--- src/rtl/raw10_pkg.sv ---
// Shared types and constants for the RGB to RAW10 Bayer re-sampler.
package raw10_pkg;

    localparam int RAW_W = 10;
    localparam int PIX_W = 12;

    localparam int BAYER_RGGB = 0;
    localparam int BAYER_GRBG = 1;
    localparam int BAYER_GBRG = 2;
    localparam int BAYER_BGGR = 3;

    typedef enum logic [1:0] {
        ST_IDLE   = 2'd0,
        ST_ARMED  = 2'd1,
        ST_ACTIVE = 2'd2
    } raw10_state_t;

    function automatic logic [PIX_W-1:0] sat_inc(input logic [PIX_W-1:0] v);
        return (&v) ? v : v + 1'b1;
    endfunction

endpackage

--- src/rtl/raw10_round.sv ---
// 12-bit to 10-bit reduction: round-half-up with saturation, or plain truncation.
module raw10_round
    import raw10_pkg::*;
#(
    parameter int ROUND_EN = 1
) (
    input  logic [PIX_W-1:0] pix_i,
    output logic [RAW_W-1:0] raw_o
);

    logic [RAW_W:0] sum;
    logic           unused_lsb;

    assign unused_lsb = pix_i[0];

    always_comb begin
        sum = {1'b0, pix_i[PIX_W-1:PIX_W-RAW_W]} + {{RAW_W{1'b0}}, pix_i[PIX_W-RAW_W-1]};
        if (ROUND_EN != 0) begin
            raw_o = sum[RAW_W] ? '1 : sum[RAW_W-1:0];
        end else begin
            raw_o = pix_i[PIX_W-1:PIX_W-RAW_W];
        end
    end

endmodule

--- src/rtl/rgb_to_raw10.sv ---
// Converts parallel RGB video into a RAW10 Bayer sensor stream (fv/lv/data),
// with frame gating, line counting and sticky protocol-error detection.
module rgb_to_raw10
    import raw10_pkg::*;
#(
    parameter int BAYER_ORDER = BAYER_RGGB,
    parameter int ROUND_EN    = 1
) (
    input  logic             clk_i,
    input  logic             reset_n,
    input  logic             vsync_i,
    input  logic             hsync_i,
    input  logic             de_i,
    input  logic [PIX_W-1:0] red_i,
    input  logic [PIX_W-1:0] green_i,
    input  logic [PIX_W-1:0] blue_i,
    output logic             fv_o,
    output logic             lv_o,
    output logic [RAW_W-1:0] data_o,
    output logic [PIX_W-1:0] line_cnt_o,
    output logic             frame_err_o
);

    localparam logic [1:0] BAYER_PH = BAYER_ORDER[1:0];

    logic [1:0]       rst_sync;
    logic             rst_n_int;

    logic             vsync_q, vsync_qq;
    logic             de_q, de_qq;
    logic             hsync_unused_q;
    logic [PIX_W-1:0] red_q, green_q, blue_q;

    raw10_state_t     state_q, state_d;
    logic             enter, pix_ok, abort;

    logic             vsync_rise, de_rise, de_fall, line_end;
    logic             pix_par_q, line_par_q, pix_cur, line_cur;
    logic [1:0]       sel;
    logic [PIX_W-1:0] ch;
    logic [RAW_W-1:0] raw;
    logic [PIX_W-1:0] len_q, len_cur, first_len_q;
    logic             first_vld_q, len_bad;

    // Async assert, synchronous release of the internal reset.
    always_ff @(posedge clk_i or negedge reset_n) begin
        if (!reset_n) begin
            rst_sync <= '0;
        end else begin
            rst_sync <= {rst_sync[0], 1'b1};
        end
    end

    assign rst_n_int = rst_sync[1];

    // vsync history resets high so a level already high at release is not an edge.
    always_ff @(posedge clk_i or negedge rst_n_int) begin
        if (!rst_n_int) begin
            vsync_q        <= 1'b1;
            vsync_qq       <= 1'b1;
            de_q           <= 1'b0;
            de_qq          <= 1'b0;
            hsync_unused_q <= 1'b0;
            red_q          <= '0;
            green_q        <= '0;
            blue_q         <= '0;
        end else begin
            vsync_q        <= vsync_i;
            vsync_qq       <= vsync_q;
            de_q           <= de_i;
            de_qq          <= de_q;
            hsync_unused_q <= hsync_i;
            red_q          <= red_i;
            green_q        <= green_i;
            blue_q         <= blue_i;
        end
    end

    assign vsync_rise = vsync_q & ~vsync_qq;
    assign de_rise    = de_q & ~de_qq;
    assign de_fall    = ~de_q & de_qq;

    always_ff @(posedge clk_i or negedge rst_n_int) begin
        if (!rst_n_int) begin
            state_q <= ST_IDLE;
        end else begin
            state_q <= state_d;
        end
    end

    // ARMED waits for a line start so a partial line after an abort is skipped.
    always_comb begin
        state_d = state_q;
        enter   = 1'b0;
        pix_ok  = 1'b0;
        abort   = 1'b0;
        case (state_q)
            ST_IDLE: begin
                if (vsync_rise) begin
                    state_d = ST_ARMED;
                end
            end
            ST_ARMED: begin
                if (vsync_rise) begin
                    abort = de_q;
                end else if (de_rise) begin
                    state_d = ST_ACTIVE;
                    enter   = 1'b1;
                    pix_ok  = 1'b1;
                end
            end
            ST_ACTIVE: begin
                if (vsync_rise) begin
                    state_d = ST_ARMED;
                    abort   = de_q;
                end else begin
                    pix_ok = de_q;
                end
            end
            default: state_d = ST_IDLE;
        endcase
    end

    always_comb begin
        pix_cur  = de_rise ? 1'b0 : pix_par_q;
        line_cur = enter ? 1'b0 : line_par_q;
        sel      = {line_cur, pix_cur} ^ BAYER_PH;
        case (sel)
            2'b00:   ch = red_q;
            2'b11:   ch = blue_q;
            default: ch = green_q;
        endcase
        len_cur  = de_rise ? PIX_W'(1) : sat_inc(len_q);
        line_end = de_fall && (state_q == ST_ACTIVE);
        len_bad  = line_end && first_vld_q && (len_q != first_len_q);
    end

    raw10_round #(
        .ROUND_EN(ROUND_EN)
    ) u_round (
        .pix_i(ch),
        .raw_o(raw)
    );

    always_ff @(posedge clk_i or negedge rst_n_int) begin
        if (!rst_n_int) begin
            pix_par_q   <= 1'b0;
            line_par_q  <= 1'b0;
            len_q       <= '0;
            first_len_q <= '0;
            first_vld_q <= 1'b0;
            fv_o        <= 1'b0;
            lv_o        <= 1'b0;
            data_o      <= '0;
            line_cnt_o  <= '0;
            frame_err_o <= 1'b0;
        end else begin
            if (de_q) begin
                pix_par_q <= ~pix_cur;
                len_q     <= len_cur;
            end
            if (enter) begin
                line_par_q  <= 1'b0;
                line_cnt_o  <= '0;
                first_vld_q <= 1'b0;
                fv_o        <= 1'b1;
            end else begin
                if (line_end) begin
                    line_par_q <= ~line_par_q;
                    line_cnt_o <= sat_inc(line_cnt_o);
                    if (!first_vld_q) begin
                        first_vld_q <= 1'b1;
                        first_len_q <= len_q;
                    end
                end
                if ((state_q == ST_ACTIVE) && vsync_rise) begin
                    fv_o <= 1'b0;
                end
            end
            if (abort || len_bad) begin
                frame_err_o <= 1'b1;
            end
            lv_o   <= pix_ok;
            data_o <= pix_ok ? raw : '0;
        end
    end

endmodule

--- config.mk ---
export PLATFORM = sky130hd
export DESIGN_NAME = rgb_to_raw10
export DESIGN_NICKNAME = d
export VERILOG_FILES = /design/src/rtl/raw10_pkg.sv /design/src/rtl/raw10_round.sv /design/src/rtl/rgb_to_raw10.sv
export SDC_FILE = /design/constraint.sdc
export NUM_CORES = 1
export LEC_CHECK = 0
export BUFFER_PORTS_ARGS = -buffer_cell sky130_fd_sc_hd__buf_4
export CAP_MARGIN = 40
export CORE_ASPECT_RATIO = 0.5
export CORE_MARGIN = 5
export CORE_UTILIZATION = 27
export CTS_CLUSTER_SIZE = 14
export DETAILED_ROUTE_END_ITERATION = 12
export GPL_TIMING_DRIVEN = 0
export HOLD_SLACK_MARGIN = 0.1
export PLACE_DENSITY = 0.44
export SYNTH_ARGS = -nofsm -noshare
export SYNTH_HDL_FRONTEND = slang
export SYNTH_SLANG_ARGS = --single-unit
--- constraint.sdc ---
create_clock -name clk_i -period 3.2 [get_ports clk_i]
set_input_delay 0.48 -clock clk_i [delete_from_list [all_inputs] [get_ports clk_i]]
set_output_delay 0.48 -clock clk_i [all_outputs]
set_load 0.05 [all_outputs]
; ---- After elaboration in Yosys (flattened, before gate mapping)
; Cells that the tools add are included.
; W data, S select, Z words.
[totals]
reg_bits = 96
latch_bits = 0
mem_bits_rw = 0
mem_bits_ro = 0
in_bits = 41
output_inout_bits = 25
word_cells = 85
memories = 0
[op_classes]
addsub = 3
n_mul = 0
div_mod_pow = 0
order_cmp = 0
n_eq_ne = 9
shifts = 0
mux = 27
n_bitwise = 10
reduce_logical = 17
[ops]
columns = operator, count
row1 = $mux W12, 5
row2 = $add A12 B1 Y12 const B, 2
row3 = $pmux W12 S2, 1
row4 = $reduce_and A12 Y1, 2
row5 = $mux W10, 2
row6 = $mux W1, 14
row7 = $ne A12 B12 Y1, 1
row8 = $add A10 B1 Y11, 1
row9 = $ne A2 B2 Y1 const B, 4
row10 = $not A1 Y1, 7
row11 = $mux W2, 3
row12 = $reduce_and A3 Y1, 2
row13 = $eq A2 B2 Y1 const B, 2
row14 = $logic_and A1 B1 Y1, 4
row15 = $logic_not A2 Y1, 2
row16 = $pmux W2 S2, 1
row17 = $reduce_and A2 Y1, 2
row18 = $reduce_bool A2 Y1, 2
row19 = $reduce_or A2 Y1, 2
row20 = $and A1 B1 Y1, 3
row21 = $eq A2 B1 Y1 const B, 1
row22 = $ne A2 B1 Y1 const B, 1
row23 = $pmux W1 S2, 1
row24 = $logic_or A1 B1 Y1, 1

; ---- Depth between registers and ports, before layout
; Gate-level depths: netlist (run 1).
[logic_depth]
word_depth = 11
mapped_depth = 15
ltp_nobuf = 13

; ---- By module
; From an unflattened synthesis (run 1), not the netlist that was laid out.
[unflattened]
hier_cells = 376
hier_area_um2 = 4281.6
[by_module_without_submodules]
columns = module, n_inst, cells_per_inst, area_per_inst_um2, seq_area_each_um2
row1 = rgb_to_raw10, 1, 340, 4048.9, 2404.8
row2 = raw10_round, 1, 36, 232.7, 0.0

; ---- Least setup slack after synthesis (run 1)
; OpenSTA, ideal clock, no wires.
[synth_timing]
path_type = reg2reg
from = reg vsync_qq
to = reg data_o[9]
setup_ps = 138
arrival_time_ps = 2676
required_ps = 3062
path_slack_ps = 386
stages_incl_launch_ff = 15
path_buffers = 3
period_less_slack_ps = 2814
cell_sequence = dfstp_2 nand2b_1 nand3_1 nand2_1 ha_1 buf_6 buf_6 nand2_1 o21ai_0 ha_1 ha_1 and3_4 buf_6 nor4b_4 nor3_2
[synth_between]
elab_chain_cells = 10
word_cells_on_any_way = 13
classes_between = 1 x add/sub / 1 x eq/ne / 8 x mux / 2 x bitwise / 1 x reduce/logical
[synth_rtl]
columns = item, line
row1 = from (decl), rgb_to_raw10.sv:29  ; logic vsync_q, vsync_qq;
row2 = from (signal assigned), rgb_to_raw10.sv:69  ; vsync_qq <= vsync_q;
row3 = $not A1 Y1 *, rgb_to_raw10.sv:79  ; assign vsync_rise = vsync_q & ~vsync_qq;
row4 = $and A1 B1 Y1 *, rgb_to_raw10.sv:79
row5 = $mux W1, rgb_to_raw10.sv:104  ; if (vsync_rise) begin
row6 = $mux W1, rgb_to_raw10.sv:97  ; case (state_q)
row7 = $mux W1, rgb_to_raw10.sv:126  ; line_cur = enter ? 1'b0 : line_par_q;
row8 = $eq A2 B2 Y1 or $logic_not A2 Y1 (tied branches), rgb_to_raw10.sv:128  ; case (sel)
row9 = $pmux W12 S2, rgb_to_raw10.sv:128
row10 = $add A10 B1 Y11, raw10_round.sv:17  ; sum = {1'b0, pix_i[PIX_W-1:PIX_W-RAW_W]} + {{RAW_W{1'b0}}, pix_i[PIX_W-RAW_W-1]};
row11 = $mux W10, raw10_round.sv:19  ; raw_o = sum[RAW_W] ? '1 : sum[RAW_W-1:0];
row12 = $mux W10 *, rgb_to_raw10.sv:184  ; data_o <= pix_ok ? raw : '0;
row13 = to (signal assigned), rgb_to_raw10.sv:184
row14 = to (decl), rgb_to_raw10.sv:19  ; output logic [RAW_W-1:0] data_o,
; Mark *: on every way between the ends. The rest lies on a longest branch, timed or not.
; A chain may end at the register's enable or synchronous reset.

; ---- Worst setup path after layout (run 1)
[layout_timing]
from = reg vsync_qq
to = reg data_o[6]
; The elaborated chain is that of the path after synthesis.

==> results of run 1 <==
-- where the power goes --
| part | switching [uW] | internal, uW |
|---|---|---|
| Combinational | 485 | 338 |
| Clock | 455 | 784 |
| Sequential | 85.4 | 1270 |
| Total | 1030 | 2400 |
-- cell type report --
class | instances | area (sq um) | area share (%)
Clock inverter | 6 | 110.1 | 2.075
Clock buffer | 10 | 239.0 | 4.503
Sequential cell | 93 | 2335 | 43.99
Tap cell | 204 | 255.2 | 4.809
Inverter | 9 | 33.78 | 0.6365
Multi-Input combinational cell | 234 | 1729 | 32.58
Timing Repair Buffer | 65 | 503.0 | 9.477
Buffer | 14 | 102.6 | 1.933
-- synth_stat cells, drive strengths merged (9+ instances only) --
cell type / count / share of area [%]
dfrtp: 91 / 55
nand2: 27 / 2.4
nor2: 27 / 2.4
xnor2: 25 / 5.3
o21ai: 17 / 2.1
a21oi: 15 / 1.9
nand3: 15 / 1.9
mux2: 13 / 3.5
buf: 12 / 2.3
nand4: 10 / 1.5
nor3: 10 / 1.7
ha: 9 / 2.7
inv: 9 / 0.81
-- worst max-delay path: stages (launching register included) --
cell and delay [ns]:
dfstp_2 0.52, nand2b_2 0.18, nand3_4 0.15, nand2_1 0.13, ha_2 0.31, buf_6 0.16
buf_6 0.14, o21ai_0 0.19, ha_2 0.23, ha_1 0.20, and3_4 0.19, buf_6 0.13
a2bb2oi_1 0.09, a311oi_2 0.26
-- metal layers --
layer	track usage [%]	part of all wire, %	vias up
li1	-	-	1391
met1	13.48	46	1318
met2	16.62	49	34
met3	2.693	3.4	8
met4	3.044	1.3	0
met5	0	0	-
-- state kept, by name (all words and copies together), names as in the netlist --
| name | count |
|---|---|
| vsync_q | 1 |
| pix_par_q | 1 |
| first_len_q | 12 |
| blue_q | 11 |
| rst_sync | 2 |
| vsync_qq | 1 |
| len_q | 12 |
| red_q | 11 |
| line_par_q | 1 |
| first_vld_q | 1 |
| green_q | 11 |
| state_q | 2 |
| lv_o | 1 |
| fv_o | 1 |
| de_qq | 1 |
| line_cnt_o | 12 |
| frame_err_o | 1 |
| data_o | 10 |
| de_q | 1 |
-- worst paths after layout --
check,startpoint,end,slack (ns),cells after the start
setup / recovery,vsync_qq,data_o[6],0.22,13
hold / removal,green_i[10],green_q[10],0.24,1
setup reg to reg,vsync_qq,data_o[6],0.22,13
hold reg to reg,rst_sync[0],rst_sync[1],0.36,0
max in group asynchronous,rst_sync[1],line_cnt_o[4],2.16,1
min in group asynchronous,rst_sync[1],green_q[9],0.40,0
-- logic make-up (layout without fill, tap and decap cells) --
| kind of cell | count (synthesis) | count (layout) | share of synthesized area [%] |
|---|---|---|---|
| AO/OA/AOI/OAI | 59 | 59 | 10.65 |
| AND/OR/NAND/NOR | 122 | 122 | 17.19 |
| multiplexers | 15 | 15 | 4.011 |
| flip-flops | 93 | 93 | 56.15 |
| adder cells (fa/ha/maj) | 9 | 9 | 2.714 |
| other | 1 | 1 | 0.09038 |
| XOR/XNOR | 28 | 28 | 5.911 |
| buffers and inverters | 23 | 104 | 3.287 |
-- cells in the final DEF (no fill, tap or decap), types with 3 or more instances in the layout --
master / instances
buf_4: 65
a221oi_2: 4
nor3_1: 6
nor2b_4: 3
ha_1: 6
xnor2_1: 25
nand3_1: 13
and4_1: 5
or3_1: 3
nor2_1: 27
nor2b_1: 4
o21ai_1: 5
nand4_1: 10
a22oi_1: 6
dfrtp_1: 89
xor2_1: 3
bufinv_16: 3
clkbuf_16: 9
a21oi_1: 14
nand2_1: 27
o21ai_0: 11
buf_6: 5
and3_1: 4
mux2_1: 10
mux2_2: 3
inv_1: 8
nor3_2: 4
buf_2: 4
-- repair_timing --
action | CTS | global route
hold buffers | 1 | 0
buffers inserted | 0 | 2
cloned | 0 | 0
resized for setup | 3 | 9
hold endpoints to repair | 2 | 0
setup endpoints to repair | 10 | 9
-- metrics by stage --
step,worst slack (ns),cell area [sq um],instances,util [%]
after CTS,0.01980,5260,633,34.57
after global placement,-0.8106,4862,615,31.96
final,0.2218,5308,635,34.88
after floorplan,0.3863,4149,350,-
after global routing,0.01246,5308,635,34.88
after detailed placement,-0.3420,4886,616,32.11
==> impl_metrics.py, run 1 <==
metrics = {
    "routing": {
        "initialDrtViolationCount": 122,
        "avgRoutedWirePerCell_um": 13.66,
        "drtAntennaViolNets": 0,
        "vias_per_cell": 4.332,
        "drcViolationCount": 0,
        "firstDrtPassIters": 4,
        "vias": 2751,
        "routed_wl_um": 8673,
    },
    "cells_and_area": {
        "layout.filler_cells": 1544,
        "syn2layout_area_growth_pct": 27.93,
        "nNetsFinal": 476,
        "antenna_cells": 0,
        "drive_gt1_share_pct": 29.70,
    },
    "global_route": {
        "grt_pass1_wl_um": 14920,
        "overflow": 0,
        "grtUsageTotal_pct": 10.26,
        "grt_pass1_vias": 2868,
        "antenna_found_initial": 0,
        "grt_max_degree": 58,
    },
    "sta": {
        "report.final.slew_viol_count": 0,
        "setup_viol": 0,
        "finalSetupTns_ns": 0,
        "fin_crit_sh_pct": 93.07,
        "hold_slack_ns": 0.2406,
        "slew-limit-headroom_pct": 50.74,
        "fmaxAchievable_mhz": 335.8,
        "rsz0062_at_grt": "false",
        "min_period_ns": 2.978,
        "tightest_slew_ns": 0.7389,
        "finalHoldViolCount": 0,
        "skew_ns": 0.009486,
    },
    "floorplan": {
        "die_w_um": 185.3,
        "die_y_um": 97.66,
        "die_area_sq_mm": 0.01810,
        "start_util_pct": 27.27,
        "core_area_sq_mm": 0.01521,
        "ioPinCount": 66,
        "num_rows": 32,
    },
    "flow_run": {
        "max-cap-violations": 0,
    },
    "cts": {
        "root_buffer": "clkbuf_16",
        "cts.htree.levels": 3,
        "clockBufferDepth": 2,
        "clkTransAtPathRegs_ns": 0.07,
        "clk-insertion-delay-late_ns": 0.34,
        "cts_tree": "built",
        "clock-sinks": 93,
        "cts-buffers-inserted": 9,
    },
    "power": {
        "leakagePower_uw": 0.002328,
        "power_uw": 3422,
        "power.density_mw_per_mm2": 644.7,
        "irDropWorstVdd_uv": 297.4,
    },
    "worst_setup_path": {
        "crit_arrival_ns": 3.22,
        "cp.required_ns": 3.45,
        "crit_fanout": 10,
        "critPathLaunchType": "flip-flop",
        "end_kind": "flip-flop",
        "criticalPathCategory": "reg -> reg",
    },
    "synthesis": {
        "postSynthAreaPerCell_sq_um": 11.85,
        "ys_warn_count": 0,
        "async_reset_ff_share_pct": 100.0,
        "synth-main-ff-cell": "dfrtp_1",
        "synth_fp_nets": 400,
        "synth_cell_types": 59,
        "yosys_register_bits": 93,
        "yosysSeqAreaShare_pct": 56.15,
        "synth_area_sq_mm": 0.004149,
        "synth-edff-count": 0,
        "syn_inst": 350,
    },
    "status": {
        "status": "finished, final reports clean",
    },
    "min_path": {
        "hp-class": "in -> reg",
    },
    "place": {
        "portBuffers": 61,
        "place_hpwl_um": 6257,
        "gp_congestion": 0.7270,
    },
}
(Power assumes the default switching activity.)
==> run 2, diff against run 1 <==
--- a/config.mk
+++ b/config.mk
@@ -14,7 +14,7 @@
 export DETAILED_ROUTE_END_ITERATION = 12
 export GPL_TIMING_DRIVEN = 0
 export HOLD_SLACK_MARGIN = 0.1
-export PLACE_DENSITY = 0.44
+export REMOVE_ABC_BUFFERS = 1
 export SYNTH_ARGS = -nofsm -noshare
 export SYNTH_HDL_FRONTEND = slang
 export SYNTH_SLANG_ARGS = --single-unit
==> run 2 against run 1 <==
Compared with the run above:
- sequential cell count unchanged
- design area decreased by 2.4%
- first-iteration DRC count decreased by 8.2%
- clock skew decreased by 0.0033 ns
- global-route usage decreased by 0.071 points
- combinational power decreased by 4.0%
- count of clock-buffer cells in the layout increased by 1
- die area unchanged
- clock power decreased by 11%
- non-clock buffer count decreased by 11
- highest routed layer unchanged
==> impl_metrics.py, run 2 (synthesis results as in run 1) <==
metrics = {
    "status": {
        "status": "finished, final reports clean",
    },
    "routing": {
        "drtAntennaViolNets": 0,
        "vias": 2805,
        "drcViolationCount": 0,
        "initialDrtViolationCount": 112,
        "routed_wl_um": 8683,
        "met3_wirelength_um": 272,
        "top_layer_used": "met4",
        "wl_met2_um": 4364,
        "vias_per_cell": 4.495,
        "firstDrtPassIters": 4,
        "avgRoutedWirePerCell_um": 13.92,
        "drt-met1-wl_um": 3892,
    },
    "place": {
        "portBuffers": 61,
        "gp_congestion": 0.7581,
        "place_hpwl_um": 6464,
        "detailedPlace.worstSlack_ns": -0.3348,
    },
    "power": {
        "power_uw": 3244,
        "irDropWorstVdd_uv": 276.7,
        "p_int_uw": 2276,
        "combPwrFrac_pct": 24.4,
        "p_sw_uw": 967.7,
        "clkPwrFrac_pct": 33.8,
        "leakagePower_uw": 0.002267,
        "seqPwrFrac_pct": 41.9,
        "power.density_mw_per_mm2": 626.2,
        "swShare_pct": 29.83,
    },
    "cells_and_area": {
        "mostFrequentLayoutCells": "dfrtp_1, buf_4, nand2_1, nor2_1, xnor2_1",
        "drive_gt1_share_pct": 27.38,
        "final_common_cell": "dfrtp_1",
        "nNetsFinal": 465,
        "syn2layout_area_growth_pct": 24.85,
        "antenna_cells": 0,
        "reg_top3": "first_len_q: 12 flops, len_q: 12 flops, line_cnt_o: 12 flops",
    },
    "global_route": {
        "antenna_found_initial": 0,
        "grtUsageTotal_pct": 10.19,
        "grt_pass1_vias": 2887,
        "grt_pass1_wl_um": 14690,
        "overflow": 0,
        "grt_max_degree": 47,
    },
    "worst_setup_path": {
        "cp-endpoint": "data_o[6]",
        "end_kind": "flip-flop",
        "r2r_slack_ns": 0.26,
        "r2r_end": "data_o[6]",
        "cp_num_buf_inv": 1,
        "crit_fanout": 12,
        "path_cells": "nor2b_2, buf_4, nand2b_1, ha_4, a22oi_1, o21ai_0, ha_1, ha_1, and3_4, a2bb2oi_1, a311oi_1",
        "startpoint": "de_q",
        "critPathLaunchType": "flip-flop",
        "crit_arrival_ns": 3.18,
        "cpPeakStageDelay_ns": 0.48,
        "crit_cells": 11,
        "cpMaxStageDelayCell": "dfrtp_2",
        "cpLargestDelayFamily": "adder cells",
        "rr_startpoint": "de_q",
        "reg2reg_depth": 11,
        "cp.required_ns": 3.43,
        "crit_path_frequent_cell": "ha_1",
        "criticalPathCategory": "reg -> reg",
    },
    "cts": {
        "root_buffer": "clkbuf_16",
        "clkTransAtPathRegs_ns": 0.06,
        "cts.htree.levels": 3,
        "clockBufferDepth": 2,
        "cts_tree": "built",
        "clock-sinks": 93,
        "clk-insertion-delay-late_ns": 0.34,
        "cts-buffers-inserted": 9,
    },
    "floorplan": {
        "die_y_um": 97.66,
        "die_w_um": 185.3,
        "die_area_sq_mm": 0.01810,
        "core_area_sq_mm": 0.01521,
        "num_rows": 32,
        "ioPinCount": 66,
        "start_util_pct": 27.27,
    },
    "sta": {
        "slew-limit-headroom_pct": 58.31,
        "fin_crit_sh_pct": 91.95,
        "tightest_slew_ns": 0.6231,
        "report.final.slew_viol_count": 0,
        "min_period_ns": 2.942,
        "fmaxAchievable_mhz": 339.9,
        "setup_slack_ns": 0.2577,
        "setup_viol": 0,
        "finalHoldViolCount": 0,
        "skew_ns": 0.006160,
    },
    "min_path": {
        "hp-class": "in -> reg",
    },
    "flow_run": {
        "max-cap-violations": 0,
    },
}
-- run 2: worst min path at each step --
stage,end,from,depth (start not counted),slack (ns)
6_report,blue_q[11],blue_i[11],1,0.25
4_1_cts,blue_q[11],blue_i[11],1,0.23
2_1_floorplan,rst_sync[0],reset_n,0,0.18
3_3_place_gp,rst_sync[1],reset_n,1,0.26
3_5_place_dp,rst_sync[0],reset_n,1,0.26
5_1_grt,blue_q[11],blue_i[11],1,0.23
-- run 2: final cells by class --
| class | count | area [sq um] |
|---|---|---|
| clock inverters | 5 | 75.07 |
| well taps | 204 | 255.2 |
| inverters | 9 | 33.78 |
| repair buffers | 68 | 533.0 |
| clock buffers | 11 | 232.7 |
| fillers | 1531 | 10030 |
| multi-input cells | 234 | 1715 |
| flip-flops and latches | 93 | 2335 |
-- run 2: per-stage QoR --
stage	cell area, sq um	util [%]	hold WS (ns)	setup TNS [ns]	cells
floorplan	4046	-	0.1844	-0.08428	336
detailed placement	4813	31.64	0.2644	-2.557	605
global placement	4760	31.28	0.2623	-60.46	601
global route	5180	34.05	0.2272	-0.009642	624
finish	5180	34.05	0.2476	0	624
CTS	5147	33.83	0.2290	0	622
-- run 2: repair_timing --
item                                    CTS  global route
pin swaps                                 0             1
endpoints found under the hold margin     2             0
buffers inserted                          0             2
endpoints found under the setup margin   10             9
hold buffers                              1             0
resized for setup                         4             3
-- run 2: routing by layer --
layer | up-vias | GRT usage [%]
met5 | - | 0
met4 | 0 | 3.946
met3 | 13 | 2.842
met2 | 29 | 16.76
met1 | 1393 | 12.68
li1 | 1370 | -
-- run 2: power groups by stage --
stage,sequential (uW),clock (uW),combinational (uW)
floorplan,1470,0,446
global placement,1390,0,738
detailed placement,1380,0,769
CTS,1360,1140,791
global route,1380,1190,873
finish,1360,1100,790
==> run 3, diff against run 2 <==
--- a/config.mk
+++ b/config.mk
@@ -17,4 +17,5 @@
 export REMOVE_ABC_BUFFERS = 1
 export SYNTH_ARGS = -nofsm -noshare
 export SYNTH_HDL_FRONTEND = slang
+export SYNTH_HIERARCHICAL = 1
 export SYNTH_SLANG_ARGS = --single-unit
==> run 3 against run 2 <==
Compared with the run above:
- first-iteration DRC count is 17% lower
- clock skew is 0.0033 ns higher
- combinational power rose by 14%
- worst setup slack improved by 0.034 ns
- sequential cell count unchanged
- die area rose by 0.92%
- sequential power is 5% higher
- cell count rose by 2.6%
- wire length is 2.2% higher
- count of clock-buffer cells in the layout fell by 2
- non-clock buffer count shrank 1
- register-to-register slack better by 0.03 ns
- critical path type unchanged
- critical endpoint is now data_o[9]
==> impl_metrics.py, run 3 <==
metrics = {
    "place": {
        "detailedPlace.worstSlack_ns": -0.5470,
        "place_area_sq_mm": 0.004867,
        "portBuffers": 61,
        "post-place-cells": 621,
        "gp_congestion": 0.7291,
        "place_hpwl_um": 6480,
    },
    "cells_and_area": {
        "drive_gt1_share_pct": 26.83,
        "final_util_pct": 34.47,
        "syn2layout_area_growth_pct": 25.83,
        "mostFrequentLayoutCells": "dfrtp_1, buf_4, nand2_1, o21ai_0",
        "nNetsFinal": 483,
        "antenna_cells": 0,
        "final_area_sq_mm": 0.005273,
        "reg_top3": "first_len_q: 12 flops, len_q: 12 flops, line_cnt_o: 12 flops",
        "layoutNonFillerInstCount": 640,
        "layout.filler_cells": 1534,
        "final_common_cell": "dfrtp_1",
    },
    "sta": {
        "finalHoldViolCount": 0,
        "min_period_ns": 2.908,
        "rsz0062_at_grt": "false",
        "fin_crit_sh_pct": 90.88,
        "fmaxAchievable_mhz": 343.9,
        "skew_ns": 0.009486,
        "setup_slack_ns": 0.2920,
        "slew-limit-headroom_pct": 59.05,
        "tightest_slew_ns": 0.6078,
        "setup_viol": 0,
        "report.final.slew_viol_count": 0,
    },
    "power": {
        "p_int_uw": 2370,
        "seqPwrFrac_pct": 40.9,
        "p_sw_uw": 1121,
        "leakagePower_uw": 0.002368,
        "irDropWorstVdd_uv": 285.5,
        "power.density_mw_per_mm2": 662.1,
        "combPwrFrac_pct": 25.8,
        "clkPwrFrac_pct": 33.3,
        "swShare_pct": 32.11,
        "power_uw": 3491,
    },
    "worst_setup_path": {
        "crit_cells": 13,
        "cpMaxStageDelayCell": "dfrtp_4",
        "critPathLaunchType": "flip-flop",
        "crit_fanout": 17,
        "cp.required_ns": 3.43,
        "crit_arrival_ns": 3.14,
        "rr_startpoint": "de_qq",
        "reg2reg_depth": 13,
        "end_kind": "flip-flop",
        "cp_num_buf_inv": 2,
        "path_cells": "nor2b_4, nand3_4, nand2_1, inv_1, ha_4, a22oi_1, o21ai_0, ha_1, ha_2, inv_1, o21ai_0, mux2_1, and2_1",
        "startpoint": "de_qq",
        "criticalPathCategory": "reg -> reg",
        "cpPeakStageDelay_ns": 0.58,
        "cpLargestDelayFamily": "adder cells",
    },
    "min_path": {
        "hp-class": "in -> reg",
        "hp-start": "green_i[11]",
        "whs_path_depth": 1,
    },
    "floorplan": {
        "num_rows": 32,
        "start_util_pct": 27.40,
        "ioPinCount": 66,
        "die_w_um": 186.2,
        "die_y_um": 98.09,
        "die_area_sq_mm": 0.01826,
        "core_area_sq_mm": 0.01529,
    },
    "status": {
        "status": "finished, final reports clean",
    },
    "cts": {
        "clock-sinks": 93,
        "root_buffer": "clkbuf_16",
        "cts_tree": "built",
        "cts-buffers-inserted": 9,
        "clkTransAtPathRegs_ns": 0.07,
        "cts.htree.levels": 3,
        "clockBufferDepth": 2,
        "clk-insertion-delay-late_ns": 0.34,
    },
    "synthesis": {
        "syn_inst": 370,
        "ys_warn_count": 6,
        "synth_area_sq_mm": 0.004190,
        "postSynthAreaPerCell_sq_um": 11.33,
    },
    "global_route": {
        "grt_max_degree": 48,
        "antenna_found_initial": 0,
        "grt_pass1_vias": 2987,
        "overflow": 0,
        "grtUsageTotal_pct": 10.18,
        "grt_pass1_wl_um": 14940,
    },
    "routing": {
        "drtAntennaViolNets": 0,
        "vias_per_cell": 4.561,
        "drcViolationCount": 0,
        "vias": 2919,
        "firstDrtPassIters": 4,
        "initialDrtViolationCount": 93,
        "avgRoutedWirePerCell_um": 13.86,
        "routed_wl_um": 8871,
    },
    "flow_run": {
        "max-cap-violations": 0,
    },
}
[run 3: cell types whose count changed in the layout (fill, tap and decap cells not counted), sizes merged, moves of 5 or more]
cell and delta:
a21oi -5, a221oi -5, a22oi +5, and2 +10
mux2 +5, nand2 +12, nand4 +5, nor2 -11
nor3 -5, o21ai +6, xnor2 -11
[run 3: layout make-up]
cell class | instances | area (sq um) | share of cell area [%]
sequential | 93 | 2341 | 44.40
multi-input combinational | 252 | 1789 | 33.93
timing repair buffer | 67 | 526.8 | 9.990
tap | 204 | 255.2 | 4.841
clock buffer | 9 | 225.2 | 4.271
clock inverter | 7 | 105.1 | 1.993
inverter | 8 | 30.03 | 0.5695
[run 3: metal layers]
layer  vias to the layer above  GRT usage (%)  share of wire, %
li1                       1459              -                 -
met1                      1415          13.23                46
met2                        38          16.72                50
met3                         7          2.903               3.0
met4                         0          2.742              0.90
met5                         -              0                 0
[run 3: metrics by stage]
stage	setup TNS [ns]	hold WS [ns]
after global routing	0	0.2267
after detailed placement	-4.417	0.2634
final	0	0.2461
after global placement	-61.35	0.2623
after CTS	0	0.2312
after floorplan	0	0.1844
[run 3: power by group through the flow]
stage | sequential (uW) | combinational [uW] | clock, uW
final | 1430 | 900 | 1160
after global routing | 1450 | 1020 | 1240
after CTS | 1430 | 876 | 1190
after detailed placement | 1450 | 860 | 0
after global placement | 1460 | 833 | 0
after floorplan | 1560 | 483 | 0
[run 3: worst paths after layout]
kind | endpoint | slack [ns]
max in group asynchronous | data_o[4] | 2.24
min in group asynchronous | red_q[8] | 0.34
worst max register to register | data_o[9] | 0.29
worst max-delay path | data_o[9] | 0.29
worst min-delay path | green_q[11] | 0.25
worst min register to register | red_q[8] | 0.34
[run 3: timing repair]
| action | CTS | global route |
|---|---|---|
| resized for setup | 9 | 9 |
| endpoints found under the hold margin | 2 | 0 |
| buffers inserted | 1 | 1 |
| pin swaps | 0 | 0 |
| endpoints found under the setup margin | 10 | 10 |
| hold buffers | 1 | 0 |
[run 3: worst reg2reg max path, stage by stage, from the launching register on]
cell	delay [ns]
dfrtp_4	0.58
nor2b_4	0.20
nand3_4	0.14
nand2_1	0.16
inv_1	0.09
ha_4	0.21
a22oi_1	0.19
o21ai_0	0.11
ha_1	0.27
ha_2	0.24
inv_1	0.10
o21ai_0	0.08
mux2_1	0.29
and2_1	0.14
